<file path="config.mk">
export PLATFORM = sky130hd
export DESIGN_NAME = frame_config_loader
export DESIGN_NICKNAME = d
export VERILOG_FILES = /design/src/rtl/frame_config_loader.sv
export SDC_FILE = /design/constraint.sdc
export NUM_CORES = 1
export LEC_CHECK = 0
export ABC_AREA = 1
export BUFFER_PORTS_ARGS = -buffer_cell sky130_fd_sc_hd__buf_2
export CAP_MARGIN = 20
export CORE_AREA = 5 5 157 159
export CTS_BUF_LIST = sky130_fd_sc_hd__clkbuf_4
export DETAILED_ROUTE_END_ITERATION = 12
export DIE_AREA = 0 0 162 164
export PLACE_DENSITY = 0.78
export SLEW_MARGIN = 20
export SYNTH_ARGS = -nofsm -noshare
export SYNTH_HDL_FRONTEND = slang
export SYNTH_SLANG_ARGS = --single-unit
</file>
<file path="constraint.sdc">
create_clock -name UserCLK -period 4.6 [get_ports UserCLK]
set_input_delay 0.23 -clock UserCLK [delete_from_list [all_inputs] [get_ports UserCLK]]
set_output_delay 0.23 -clock UserCLK [all_outputs]
set_load 0.01 [all_outputs]
</file>
<file path="src/rtl/frame_config_loader.sv">
// Frame configuration loader: hunts for a sync word in a 32-bit stream, then
// decodes header/data pairs into FrameData plus a single-cycle FrameStrobe.
//
// state  | meaning
// IDLE   | hunting for sync word, non-sync words discarded
// HEADER | waiting for header (address) or end-of-bitstream word
// DATA   | waiting for frame payload word
// STROBE | one-cycle write strobe for the latched address, input stalled
module frame_config_loader #(
  parameter int FRAME_BITS     = 32,
  parameter int FRAMES_PER_COL = 20,
  parameter int NUM_COLS       = 16
) (
  input  logic                                 UserCLK,
  input  logic                                 resetn,
  input  logic [31:0]                          s_data,
  input  logic                                 s_valid,
  output logic                                 s_ready,
  output logic [FRAME_BITS-1:0]                FrameData,
  output logic [NUM_COLS*FRAMES_PER_COL-1:0]   FrameStrobe,
  output logic                                 busy,
  output logic                                 done,
  output logic                                 err,
  output logic [15:0]                          frames_written
);

  localparam logic [31:0] SYNC_WORD   = 32'hFAB0_FAB1;
  localparam int          NUM_STROBES = NUM_COLS * FRAMES_PER_COL;

  typedef enum logic [1:0] {
    IDLE   = 2'd0,
    HEADER = 2'd1,
    DATA   = 2'd2,
    STROBE = 2'd3
  } state_t;

  state_t      state;
  state_t      stateNext;
  logic [7:0]  colReg;
  logic [4:0]  frameReg;
  logic        accept;
  logic        addrOk;
  logic        syncSeen;
  logic        endSeen;
  logic        dataLoad;
  logic        dataReject;
  logic [31:0] strobeIdx;

  assign accept     = s_valid && s_ready;
  assign addrOk     = ({1'b0, colReg} < 9'(NUM_COLS)) &&
                      ({1'b0, frameReg} < 6'(FRAMES_PER_COL));
  assign syncSeen   = (state == IDLE) && accept && (s_data == SYNC_WORD);
  assign endSeen    = (state == HEADER) && accept && s_data[31];
  assign dataLoad   = (state == DATA) && accept && addrOk;
  assign dataReject = (state == DATA) && accept && !addrOk;
  assign strobeIdx  = 32'(colReg) * 32'(FRAMES_PER_COL) + 32'(frameReg);

  always_ff @(posedge UserCLK or negedge resetn) begin
    if (!resetn) begin
      state <= IDLE;
    end else begin
      state <= stateNext;
    end
  end

  always_comb begin
    stateNext = state;
    s_ready   = 1'b1;
    busy      = 1'b1;
    case (state)
      IDLE: begin
        busy = 1'b0;
        if (syncSeen) stateNext = HEADER;
      end
      HEADER: begin
        if (accept) stateNext = s_data[31] ? IDLE : DATA;
      end
      DATA: begin
        if (accept) stateNext = addrOk ? STROBE : HEADER;
      end
      STROBE: begin
        s_ready   = 1'b0;
        stateNext = HEADER;
      end
      default: stateNext = IDLE;
    endcase
  end

  // Strobe decodes from state and the latched address only, so a reset that
  // forces IDLE removes it without waiting for a clock.
  always_comb begin
    FrameStrobe = '0;
    for (int i = 0; i < NUM_STROBES; i++) begin
      FrameStrobe[i] = (state == STROBE) && (strobeIdx == 32'(i));
    end
  end

  always_ff @(posedge UserCLK or negedge resetn) begin
    if (!resetn) begin
      colReg   <= '0;
      frameReg <= '0;
    end else if ((state == HEADER) && accept && !s_data[31]) begin
      colReg   <= s_data[15:8];
      frameReg <= s_data[4:0];
    end
  end

  always_ff @(posedge UserCLK or negedge resetn) begin
    if (!resetn) begin
      FrameData <= '0;
    end else if (dataLoad) begin
      FrameData <= s_data[FRAME_BITS-1:0];
    end
  end

  always_ff @(posedge UserCLK or negedge resetn) begin
    if (!resetn) begin
      done <= 1'b0;
    end else begin
      done <= endSeen;
    end
  end

  always_ff @(posedge UserCLK or negedge resetn) begin
    if (!resetn) begin
      err <= 1'b0;
    end else if (syncSeen) begin
      err <= 1'b0;
    end else if (dataReject) begin
      err <= 1'b1;
    end
  end

  always_ff @(posedge UserCLK or negedge resetn) begin
    if (!resetn) begin
      frames_written <= '0;
    end else if (syncSeen) begin
      frames_written <= '0;
    end else if ((state == STROBE) && (frames_written != 16'hFFFF)) begin
      frames_written <= frames_written + 16'd1;
    end
  end

endmodule

</file>
======== Yosys cells after proc, flatten, opt, wreduce, memory -nomap -nowiden ========
Cells that the tools add are included.
cells by class
  equality and inequality tests ........... 327
  reductions and logical operators ........ 338
  muxes and demuxes ....................... 12
  add/subtract/negate cells ............... 2
  multiply operators ...................... 1
  order comparisons ....................... 2
operators by type and width
  operator                                                                       count
  14-bit by 8-bit equality test with 1-bit output (second input constant)        128
  14-bit by 7-bit equality test with 1-bit output (second input constant)        64
  14-bit by 9-bit equality test with 1-bit output (second input constant)        64
  14-bit by 6-bit equality test with 1-bit output (second input constant)        32
  1-bit logical AND                                                              331
  14-bit by 5-bit equality test with 1-bit output (second input constant)        16
  14-bit by 4-bit equality test with 1-bit output (second input constant)        8
  14-bit by 3-bit equality test with 1-bit output (second input constant)        4
  32-bit equality test (second input constant)                                   1
  32-bit logical NOT                                                             1
  16-bit two-way mux                                                             2
  14-bit by 2-bit equality test with 1-bit output (second input constant)        2
  16-bit by 1-bit adder with 16-bit output (second input constant)               1
  16-bit != test (second input constant)                                         1
  13-bit by 5-bit adder with 14-bit output                                       1
  14-bit by 1-bit equality test with 1-bit output (second input constant)        1
  8-bit by 3-bit multiplier with 11-bit output (second input constant)           1
  2-bit two-way mux                                                              5
  8-bit by 5-bit less-than comparator with 1-bit output (second input constant)  1
  2-bit case mux with 4 select lines                                             1
  2-bit != test (second input constant)                                          3
  5-bit less-than comparator (second input constant)                             1
  2-bit equality test (second input constant)                                    2
  1-bit two-way mux                                                              4
  5 further kinds                                                                7
word-level totals
  flip-flop bits (word level) ............. 65
  word-level logic and storage cells ...... 689
  bits of input ports ..................... 35
  output and inout port bits .............. 372

======== Depth between registers and ports, before layout ========
Gate-level depths: netlist (run 1).
  depth in word-level cells ............... 7
  mapped depth ............................ 19
  mapped depth without buffers ............ 17

======== Worst setup path before layout (run 1) ========
OpenSTA, ideal clock, no wires.
  path kind ............................... register to output
  from .................................... register colReg[1]
  to ...................................... output port FrameStrobe[23]
  required time ........................... 4,370 ps
  cell stages (with the launch flop) ...... 16
  slack ................................... 1,599 ps
  path buffers ............................ 2
  arrival ................................. 2,771 ps
  cell sequence ........................... dfrtp_1 ha_1 ha_1 inv_1 fa_1 nor2_2 nand4_1 nand2_1 nand2_1 nor2_2 xor2_1 nor2_1 nand3_4 buf_6 buf_6 nor2_1
between the ends
  cells in the longest elaborated chain, start to end .. 4
ends and longest elaborated chain
  what                                             RTL line  source
  start, declared                                  39        logic [7:0] colReg;
  start signal, assigned                           103       colReg <= s_data[15:8];
  8-bit by 3-bit multiplier with 11-bit output     56        assign strobeIdx = 32'(colReg) * 32'(FRAMES_PER_COL) + 32'(frameReg);
  13-bit by 5-bit adder with 14-bit output         56
  14-bit by 5-bit equality test with 1-bit output  94        FrameStrobe[i] = (state == STROBE) && (strobeIdx == 32'(i));
  1-bit logical AND                                94
  end, declared                                    20        output logic [NUM_COLS*FRAMES_PER_COL-1:0] FrameStrobe,
No other way between the ends.

======== Worst setup path after layout (run 1) ========
  from .................................... register colReg[1]
  to ...................................... output port FrameStrobe[151]
between the ends
  cells in the longest elaborated chain, start to end .. 4
ends and longest elaborated chain
  what                                             RTL line
  8-bit by 3-bit multiplier with 11-bit output     56
  13-bit by 5-bit adder with 14-bit output         56
  14-bit by 8-bit equality test with 1-bit output  94
  1-bit logical AND                                94
No other way between the ends.

==> results of run 1 <==
per-stage QoR:
stage                     total power, uW  setup slack [ns]  area [sq um]  utilization (%)  cells
after global placement               6149            0.7825         10570            45.71   1812
final                                6591            0.4941         10690            46.24   1828
after global routing                 7113            0.2051         10690            46.24   1828
after CTS                            6597            0.1613         10680            46.19   1828
after floorplan                      5801             1.599          8499                -   1164
after detailed placement             6280            0.6237         10570            45.71   1812
worst max-delay path by stage:
stage / from / to / slack (ns) / cells after the start
after CTS: colReg[1]$_DFFE_PN0P_ / FrameStrobe[309] / 0.16 / 15
after global routing: colReg[1]$_DFFE_PN0P_ / FrameStrobe[20] / 0.21 / 16
after floorplan: colReg[1]$_DFFE_PN0P_ / FrameStrobe[23] / 1.60 / 15
after global placement: colReg[1]$_DFFE_PN0P_ / FrameStrobe[319] / 0.78 / 14
final: colReg[1]$_DFFE_PN0P_ / FrameStrobe[151] / 0.49 / 16
after detailed placement: colReg[1]$_DFFE_PN0P_ / FrameStrobe[309] / 0.62 / 15
synth_stat cells:
cell type and count:
nand2_1 387, nor2_4 213, nor2_1 149, inv_1 68, dfrtp_1 65, o21ai_0 44, nand3_1 32, clkbuf_1 26
buf_12 22, ha_1 21, buf_2 18, nor3_1 18, nand4_1 16, buf_6 11, xor2_1 11, nand3b_1 9
mux2_2 8, nor2_2 8, a21oi_1 5, nand2_2 5, inv_2 4, nor4_1 4, xnor2_1 3, fa_1 2
nand2_4 2, a21boi_0 1, a21oi_2 1, and3_1 1, buf_4 1, clkinv_1 1, nand3_2 1, nand3_4 1
nand3b_4 1, o21a_1 1, o21ai_1 1, or2_1 1, xnor2_2 1, xor2_2 1
cell usage in the layout, fill, tap and decap left out, types with 3 or more instances in the layout:
cell type	synthesis	final
buf_2	18	406
nor4_1	4	4
xnor2_1	3	3
mux2_2	8	8
nor3_1	18	10
buf_12	22	12
nand3_1	32	32
o21ai_0	44	44
dfrtp_1	65	65
xor2_1	11	11
nand3b_1	9	9
ha_1	21	21
inv_2	4	4
nor2_4	213	214
nand4_1	16	16
nor2_2	8	15
nand2_2	5	5
buf_4	1	18
clkinv_2	0	4
nand2_1	387	387
a21oi_1	5	5
nor2_1	149	141
clkbuf_4	0	10
nor3_2	0	8
inv_1	68	68
final cells by class:
| class | count | area, sq um |
|---|---|---|
| flip-flops and latches | 65 | 1627 |
| multi-input cells | 948 | 5912 |
| inverters | 73 | 274.0 |
| well taps | 290 | 362.8 |
| repair buffers | 437 | 2417 |
| fillers | 2292 | 12430 |
| clock buffers | 10 | 75.07 |
| clock inverters | 5 | 23.77 |
layer usage:
metal	wire, microns	part of all wire (%)	vias up	track usage (%)
li1	-	-	4287	-
met1	11820	39	4051	26.49
met2	15030	50	424	37.65
met3	2761	9.1	48	5.094
met4	680	2.2	0	6.767
met5	0	0	-	0
state kept, by name, indices dropped and copies added, names as in the netlist:
signal and cells:
FrameData 32, colReg 8, done 1, err 1, frameReg 5, frames_written 16, state 2
what timing repair did:
action | in CTS | in global routing
endpoints found under the setup margin | 0 | 30
gates resized for setup | 0 | 1
endpoints found under the hold margin | 19 | 0
hold buffers | 1 | 0
setup buffers | 0 | 0
critical path, stage by stage (launching register included):
cell and delay, ns:
dfrtp_1 0.44, ha_1 0.31, ha_1 0.21, inv_1 0.07, fa_1 0.48, nor2_2 0.16
nand4_1 0.10, nand2_1 0.08, nand2_1 0.08, nor2_2 0.16, xor2_1 0.20, nor2_1 0.09
nand3_4 0.27, buf_12 0.30, buf_4 0.30, nor2_4 0.04, buf_2 0.14
kinds of logic (layout without fill, tap and decap cells):
group / count (synthesis) / in the layout / synth area share [%]
AO/OA/AOI/OAI: 53 / 53 / 3.224
XOR/XNOR: 16 / 16 / 1.826
buffers and inverters: 151 / 525 / 12.16
adder cells (fa/ha/maj): 23 / 23 / 3.562
flip-flops: 65 / 65 / 19.14
multiplexers: 8 / 8 / 1.060
AND/OR/NAND/NOR: 848 / 848 / 59.03
power breakdown:
| part | internal (uW) | switching (uW) | leakage (uW) | total (uW) |
|---|---|---|---|---|
| sequential | 778 | 166 | 0.000860 | 945 |
| clock | 109 | 195 | 0.0000632 | 304 |
| combinational | 1350 | 3990 | 0.00385 | 5340 |
| total | 2240 | 4350 | 0.00477 | 6590 |
==> impl_metrics.tcl, run 1 <==
set metrics [dict create \
    finalCriticalPeriod_ns 4.106 \
    num_vias 8810 \
    clk_pin_slew_ns 0.10 \
    min_from "s_data[26]" \
    powerDensity_nw_per_um2 616.4 \
    relSlewSlack_pct 28.14 \
    hold_viol_final 0 \
    avgSynthCellArea_sq_um 7.302 \
    path_class "reg -> out" \
    p_leak_uw 0.004769 \
    tns_ns 0 \
    wl_microns 30290 \
    antenna_found_initial 0 \
    synth.area.top_cells "nor2_4, dfrtp_1, nand2_1, nor2_1, buf_12" \
    dieHeight_microns 164 \
    whs_endpoint "FrameData[26]$_DFFE_PN0P_" \
    arrival_ns 3.88 \
    insertion_delay_ns 0.42 \
    hp-class "in -> reg" \
    drt-pass1-iter-count 5 \
    ant_nets 0 \
    r2r-start "state[0]$_DFFE_PN0P_" \
    start_kind "register" \
    syn-num-nets 1222 \
    rows 56 \
    slew_violations 0 \
    tightestPinTransition_ns 1.077 \
    crit_fanout 23 \
    yosysUniqueCellTypes 38 \
    rr_worst_depth 11 \
    cts_buffers 9 \
    place_hpwl_microns 24340 \
    cts_root_buf "clkbuf_4" \
    r2r_setup_slack_ns 1.85 \
    initial_utilization_pct 36.76 \
    grt_pass1_vias 8414 \
    io_buffer_count 406 \
    nets 1592 \
    synth.top_cell.area_share_pct 28.22 \
    fin_worst_skew_ns 0.009384 \
    netlist_area_sq_um 8499 \
    setup_viol 0 \
    outcome "finished, final reports clean" \
    dr.first_iter.drc_count 861 \
    fp.coreArea_sq_um 23120 \
    drc_errors 0 \
    synth-seq-cells 65 \
    diodes 0 \
    io_pins 407 \
    rsz0062_at_grt "false" \
    worstReg2RegEnd "frames_written[3]$_DFFE_PN0P_" \
    grt-ovfl-total 0 \
    syn_inst 1164 \
    chipWidth_microns 162 \
    yosysTopAreaCell "nor2_4" \
    dieArea_sq_um 26570 \
    yosys_warnings 0 \
    cp_data_required_time_ns 4.37 \
    grt_max_degree 66 \
    ys_seq_area_share_pct 19.14 \
    fin_hold_ws_ns 0.06269 \
    drive_gt1_share_pct 46.29 \
    maxCapViolCount 0 \
    grt_pass1_wl_microns 46240 \
    fin_crit_sh_pct 89.26 \
    whs_path_depth 2 \
    clock-sinks 65 \
    grt_usage_pct 21.61 \
    peakVddDrop_uv 396.5 \
    cts_tree "done" \
    gp_congestion 0.9106 \
    cp-end-kind "output pin" \
    max_freq_ghz 0.2436 \
    via_per_inst 4.819 \
    clk_path_buf_depth 2 \
    area_delta_synth_final_pct 25.79 \
    drt-wirelength-per-cell_microns 16.57 \
    ctsHtreeMaxLevel 3 \
]
(Power assumes the default switching activity.)
==> inputs of run 2 (changes only) <==
- CORE_AREA: 5 5 157 159 -> 5 5 155 157
- CTS_BUF_LIST: sky130_fd_sc_hd__clkbuf_4 -> sky130_fd_sc_hd__clkbuf_4 sky130_fd_sc_hd__clkbuf_8 sky130_fd_sc_hd__clkbuf_16
- DIE_AREA: 0 0 162 164 -> 0 0 160 162
- PLACE_DENSITY: 0.78 -> 0.8
==> run 2 against run 1 <==
Effect of this change: non-clock buffer count grew 4; register-to-register slack got worse by 0.03 ns; die area shrank 2.4%; via count is 2.1% higher; critical path type unchanged; global-route usage up 2.2 points; sequential cell count unchanged; total power rose by 5.4%; combinational power about the same; count of clock-buffer cells in the layout rose by 2.
==> impl_metrics.tcl, run 2 (synthesis results as in run 1) <==
set metrics [dict create \
    cp_data_required_time_ns 4.37 \
    p_clk_share_pct 9.2 \
    clk_pin_slew_ns 0.05 \
    fin_worst_skew_ns 0.005028 \
    grt_use_met2_pct 39.46 \
    max_freq_ghz 0.2321 \
    sw_frac_of_total_pct 63.79 \
    finalCriticalPeriod_ns 4.308 \
    ctsHtreeMaxLevel 3 \
    antenna_found_initial 0 \
    layout_common_cells "buf_2, nand2_1, nor2_4, nor2_1, inv_1" \
    grt-ovfl-total 0 \
    start_kind "register" \
    wl_microns 32480 \
    p_seq_share_pct 13.7 \
    clock-sinks 65 \
    ant_nets 0 \
    power_frac_comb_pct 77.1 \
    busiest_layer "met2" \
    fin_hold_ws_ns 0.07859 \
    relSlewSlack_pct 28.43 \
    ctsResizeCount 0 \
    crit_fanout 37 \
    cts_root_buf "clkbuf_16" \
    grt_max_degree 66 \
    setup_viol 0 \
    drc_errors 0 \
    tns_ns 0 \
    grt_usage_pct 23.81 \
    diodes 0 \
    tightestPinTransition_ns 1.072 \
    initial_utilization_pct 38.00 \
    num_vias 8994 \
    rr_worst_depth 11 \
    dieHeight_microns 162 \
    insertion_delay_ns 0.33 \
    fin_crit_sh_pct 93.65 \
    io_pins 407 \
    intPower_uw 2516 \
    peakVddDrop_uv 425.7 \
    cts_setup_buffers 0 \
    worstReg2RegEnd "frames_written[2]$_DFFE_PN0P_" \
    area_delta_synth_final_pct 27.81 \
    p_leak_uw 0.004857 \
    nets 1596 \
    grt_pass1_vias 8534 \
    dr.first_iter.drc_count 928 \
    placed_cell_area_sq_um 10580 \
    r2r-start "state[0]$_DFFE_PN0P_" \
    rsz0062_at_grt "false" \
    maxCapViolCount 0 \
    hold_viol_final 0 \
    num-fill-cells 2168 \
    via_per_inst 4.923 \
    dieArea_sq_um 25920 \
    outcome "finished, final reports clean" \
    clk_path_buf_depth 2 \
    io_buffer_count 406 \
    path_class "reg -> out" \
    top_regs "FrameData x32, frames_written x16, colReg x8" \
    powerDensity_nw_per_um2 639.6 \
    grt_pass1_wl_microns 49550 \
    crit_start "colReg[1]$_DFFE_PN0P_" \
    p_sw_uw 4432 \
    drt-wirelength-per-cell_microns 17.78 \
    rows 55 \
    fp.coreArea_sq_um 22370 \
    arrival_ns 4.08 \
    use_met3_pct 6.927 \
    chipWidth_microns 160 \
    gp_congestion 1.007 \
    drt-pass1-iter-count 7 \
    cts_tree "done" \
    drive_gt1_share_pct 46.56 \
    cp-end-kind "output pin" \
    place_hpwl_microns 25490 \
    met1_usage_pct 30.38 \
    design_area_sq_um 10860 \
    largest_reg_flops 32 \
    layout_commonest_cell "buf_2" \
    hp-class "in -> async" \
    slew_violations 0 \
    regMostFlops "FrameData" \
    cts_buffers 9 \
    r2r_setup_slack_ns 1.82 \
    ctsHoldBuffers 0 \
]
-- run 2: cell types whose count changed in the layout (fill, tap and decap cells not counted), sizes merged --
cell and change:
clkbuf +2, buf +5, dlygate4sd3 -1, clkinv -2
-- run 2: metal layers --
layer	vias up	part of all wire, %
met4	0	2.3
li1	4302	-
met5	-	0
met1	4122	39
met2	506	47
met3	64	11
-- run 2: final cells by class --
class	count	area [sq um]	area share, %
Inverter	73	274.0	2.522
Clock buffer	12	266.5	2.453
Multi-Input combinational cell	948	5904	54.35
Clock inverter	3	15.01	0.1382
Timing Repair Buffer	441	2420	22.28
Tap cell	285	356.6	3.283
Sequential cell	65	1627	14.97
-- run 2: worst max-delay path by stage --
stage / to / depth (start not counted)
4_1_cts: FrameStrobe[290] / 15
5_1_grt: FrameStrobe[294] / 15
3_3_place_gp: FrameStrobe[279] / 15
2_1_floorplan: FrameStrobe[23] / 15
6_report: FrameStrobe[290] / 15
3_5_place_dp: FrameStrobe[290] / 15
-- run 2: worst max-delay path: stages (launching register included) --
cell	delay, ns
dfrtp_1	0.43
ha_1	0.32
ha_1	0.21
inv_1	0.07
fa_1	0.48
nor2_2	0.15
nand4_1	0.09
nand2_1	0.09
nand2_1	0.08
nor2_2	0.15
a21oi_1	0.13
nor2_4	0.15
nand3_2	0.64
buf_4	0.47
nor2_1	0.12
buf_2	0.15
-- run 2: power groups by stage --
stage	logic, uW	registers, uW	clock network (uW)
floorplan	4810	995	0
global placement	5250	940	0
detailed placement	5330	950	0
CTS	5360	950	647
global route	5780	982	673
finish	5350	954	639
-- run 2: stage by stage --
stage / total power, uW / setup slack, ns / util (%) / std cells
global route: 7439 / 0.04168 / 48.57 / 1827
floorplan: 5801 / 1.599 / - / 1164
finish: 6948 / 0.2920 / 48.57 / 1827
CTS: 6955 / 0.3130 / 48.55 / 1827
global placement: 6188 / 0.7504 / 47.29 / 1812
detailed placement: 6285 / 0.6827 / 47.29 / 1812
==> inputs of run 3 (changes only) <==
- SETUP_SLACK_MARGIN: not set -> 0.3
- SKIP_LAST_GASP: not set -> 1
==> run 3 against run 2 <==
Effect of this change: final cell count increased by 0.22%; total power increased by 1.3%; sequential share of layout area fell by 0.055 points; clock power about the same; maximum frequency increased by 6.2%; register-to-register slack worse by 0.02 ns; highest routed layer unchanged; non-clock buffer count rose by 3; critical endpoint unchanged.
==> impl_metrics.tcl, run 3 (synthesis results as in run 1) <==
set metrics [dict create \
    arrival_ns 3.83 \
    worstReg2RegEnd "frames_written[2]$_DFFE_PN0P_" \
    use_met3_pct 6.927 \
    dieHeight_microns 162 \
    tightestPinTransition_ns 1.112 \
    fp.coreArea_sq_um 22370 \
    area_delta_synth_final_pct 28.28 \
    met1_usage_pct 30.38 \
    layout_common_cells "buf_2, nand2_1, nor2_4, nor2_1, inv_1" \
    cts_buffers 9 \
    hp-class "in -> async" \
    place_inst 1812 \
    start_kind "register" \
    io_pins 407 \
    top_regs "FrameData x32, frames_written x16, colReg x8" \
    max_stage_delay_ns 0.48 \
    drt-wirelength-per-cell_microns 17.86 \
    nets 1600 \
    seqCellArea_sq_um 1627 \
    utilization_pct 48.75 \
    place_hpwl_microns 25490 \
    powerDensity_nw_per_um2 645.6 \
    cp.buffers_inverters 3 \
    num-fill-cells 2164 \
    setup_viol 0 \
    r2r_setup_slack_ns 1.80 \
    finalCriticalPeriod_ns 4.056 \
    grt_usage_pct 23.81 \
    cp-end-kind "output pin" \
    grt-ovfl-total 0 \
    total_power_uw 7039 \
    drt-pass1-iter-count 6 \
    fin_crit_sh_pct 88.18 \
    insertion_delay_ns 0.33 \
    r2r-start "state[0]$_DFFE_PN0P_" \
    grt_use_met2_pct 39.46 \
    multi_input_area_sq_um 5922 \
    clock-sinks 65 \
    crit_fanout 37 \
    tns_ns 0 \
    clk_path_buf_depth 2 \
    via_per_inst 4.931 \
    cp_slowest_cell "fa_1" \
    dieArea_sq_um 25920 \
    io_buffer_count 406 \
    cts_tree "done" \
    num_vias 9028 \
    ant_nets 0 \
    layout_commonest_cell "buf_2" \
    peakVddDrop_uv 424.9 \
    grt_pass1_wl_microns 49550 \
    ctsHoldBuffers 0 \
    clk_pin_slew_ns 0.05 \
    ctsHtreeMaxLevel 3 \
    diodes 0 \
    gp_congestion 1.007 \
    max_freq_ghz 0.2465 \
    maxCapViolCount 0 \
    rows 55 \
    rsz0062_at_grt "false" \
    outcome "finished, final reports clean" \
    regMostFlops "FrameData" \
    stdcell_count 1831 \
    busiest_layer "met2" \
    antenna_found_initial 0 \
    worstPathCellList "ha_1 > ha_1 > inv_1 > fa_1 > nor2_2 > nand4_1 > nand2_1 > nand2_1 > nor2_2 > a21oi_1 > nor2_4 > nand3_4 > buf_4 > nor2_1 > buf_2" \
    largest_reg_flops 32 \
    wl_microns 32710 \
    cts_root_buf "clkbuf_16" \
    cp_data_required_time_ns 4.37 \
    fin_worst_skew_ns 0.003865 \
    initial_utilization_pct 38.00 \
    drc_errors 0 \
    grt_max_degree 66 \
    slew_violations 0 \
    critPathTopFamily "simple AND/OR/NAND/NOR gates" \
    drive_gt1_share_pct 46.70 \
    relSlewSlack_pct 25.80 \
    p_leak_uw 0.004872 \
    chipWidth_microns 160 \
    grt_pass1_vias 8534 \
    hold_viol_final 0 \
    rr_worst_depth 11 \
    path_class "reg -> out" \
    dr.first_iter.drc_count 891 \
]
-- run 3: cell types whose count changed in the layout (fill, tap and decap cells not counted), sizes merged --
cell	change
buf	+3
nand3	+1
-- run 3: worst max-delay path by stage --
stage | start | to | slack [ns] | cells after the start
after floorplan | colReg[1]$_DFFE_PN0P_ | FrameStrobe[23] | 1.60 | 15
after global placement | colReg[1]$_DFFE_PN0P_ | FrameStrobe[279] | 0.75 | 15
after detailed placement | colReg[1]$_DFFE_PN0P_ | FrameStrobe[290] | 0.68 | 15
after CTS | colReg[1]$_DFFE_PN0P_ | FrameStrobe[290] | 0.31 | 15
after global routing | colReg[1]$_DFFE_PN0P_ | FrameStrobe[294] | 0.31 | 15
final | colReg[1]$_DFFE_PN0P_ | FrameStrobe[290] | 0.54 | 15
-- run 3: metal layers --
layer  wire length (microns)  vias to the layer above
met2                   15490                      496
li1                        -                     4322
met3                    3422                       65
met4                     760                        0
met1                   13030                     4145
met5                       0                        -
-- run 3: worst reg2reg max path: cells and delay by family (launching register included) --
family        cells  cell delay (ns)
fa+ha+maj         1             0.25
flops             1             0.43
simple gates      7             1.13
buf+inv           3             0.88
-- run 3: power breakdown --
group | switching [uW] | internal, uW
Combinational | 4070 | 1380
Clock | 238 | 402
Sequential | 172 | 781
Total | 4480 | 2560
-- run 3: timing repair --
| action | CTS | global route |
|---|---|---|
| resized for setup | 0 | 1 |
| setup buffers | 0 | 3 |
| endpoints found under the setup margin | 0 | 206 |
-- run 3: layout make-up --
class | instances | area share [%]
multi-input combinational | 949 | 54.31
inverter | 73 | 2.513
sequential | 65 | 14.92
clock inverter | 3 | 0.1377
timing repair buffer | 444 | 22.40
clock buffer | 12 | 2.444
tap | 285 | 3.271
-- run 3: through the flow --
step                      hold slack, ns  area [sq um]  worst slack, ns
after global routing              0.1672         10900           0.3146
after CTS                         0.1196         10860           0.3130
after global placement            0.4522         10580           0.7504
after detailed placement          0.4677         10580           0.6827
after floorplan                 -0.06559          8499            1.599
final                            0.08156         10900           0.5435
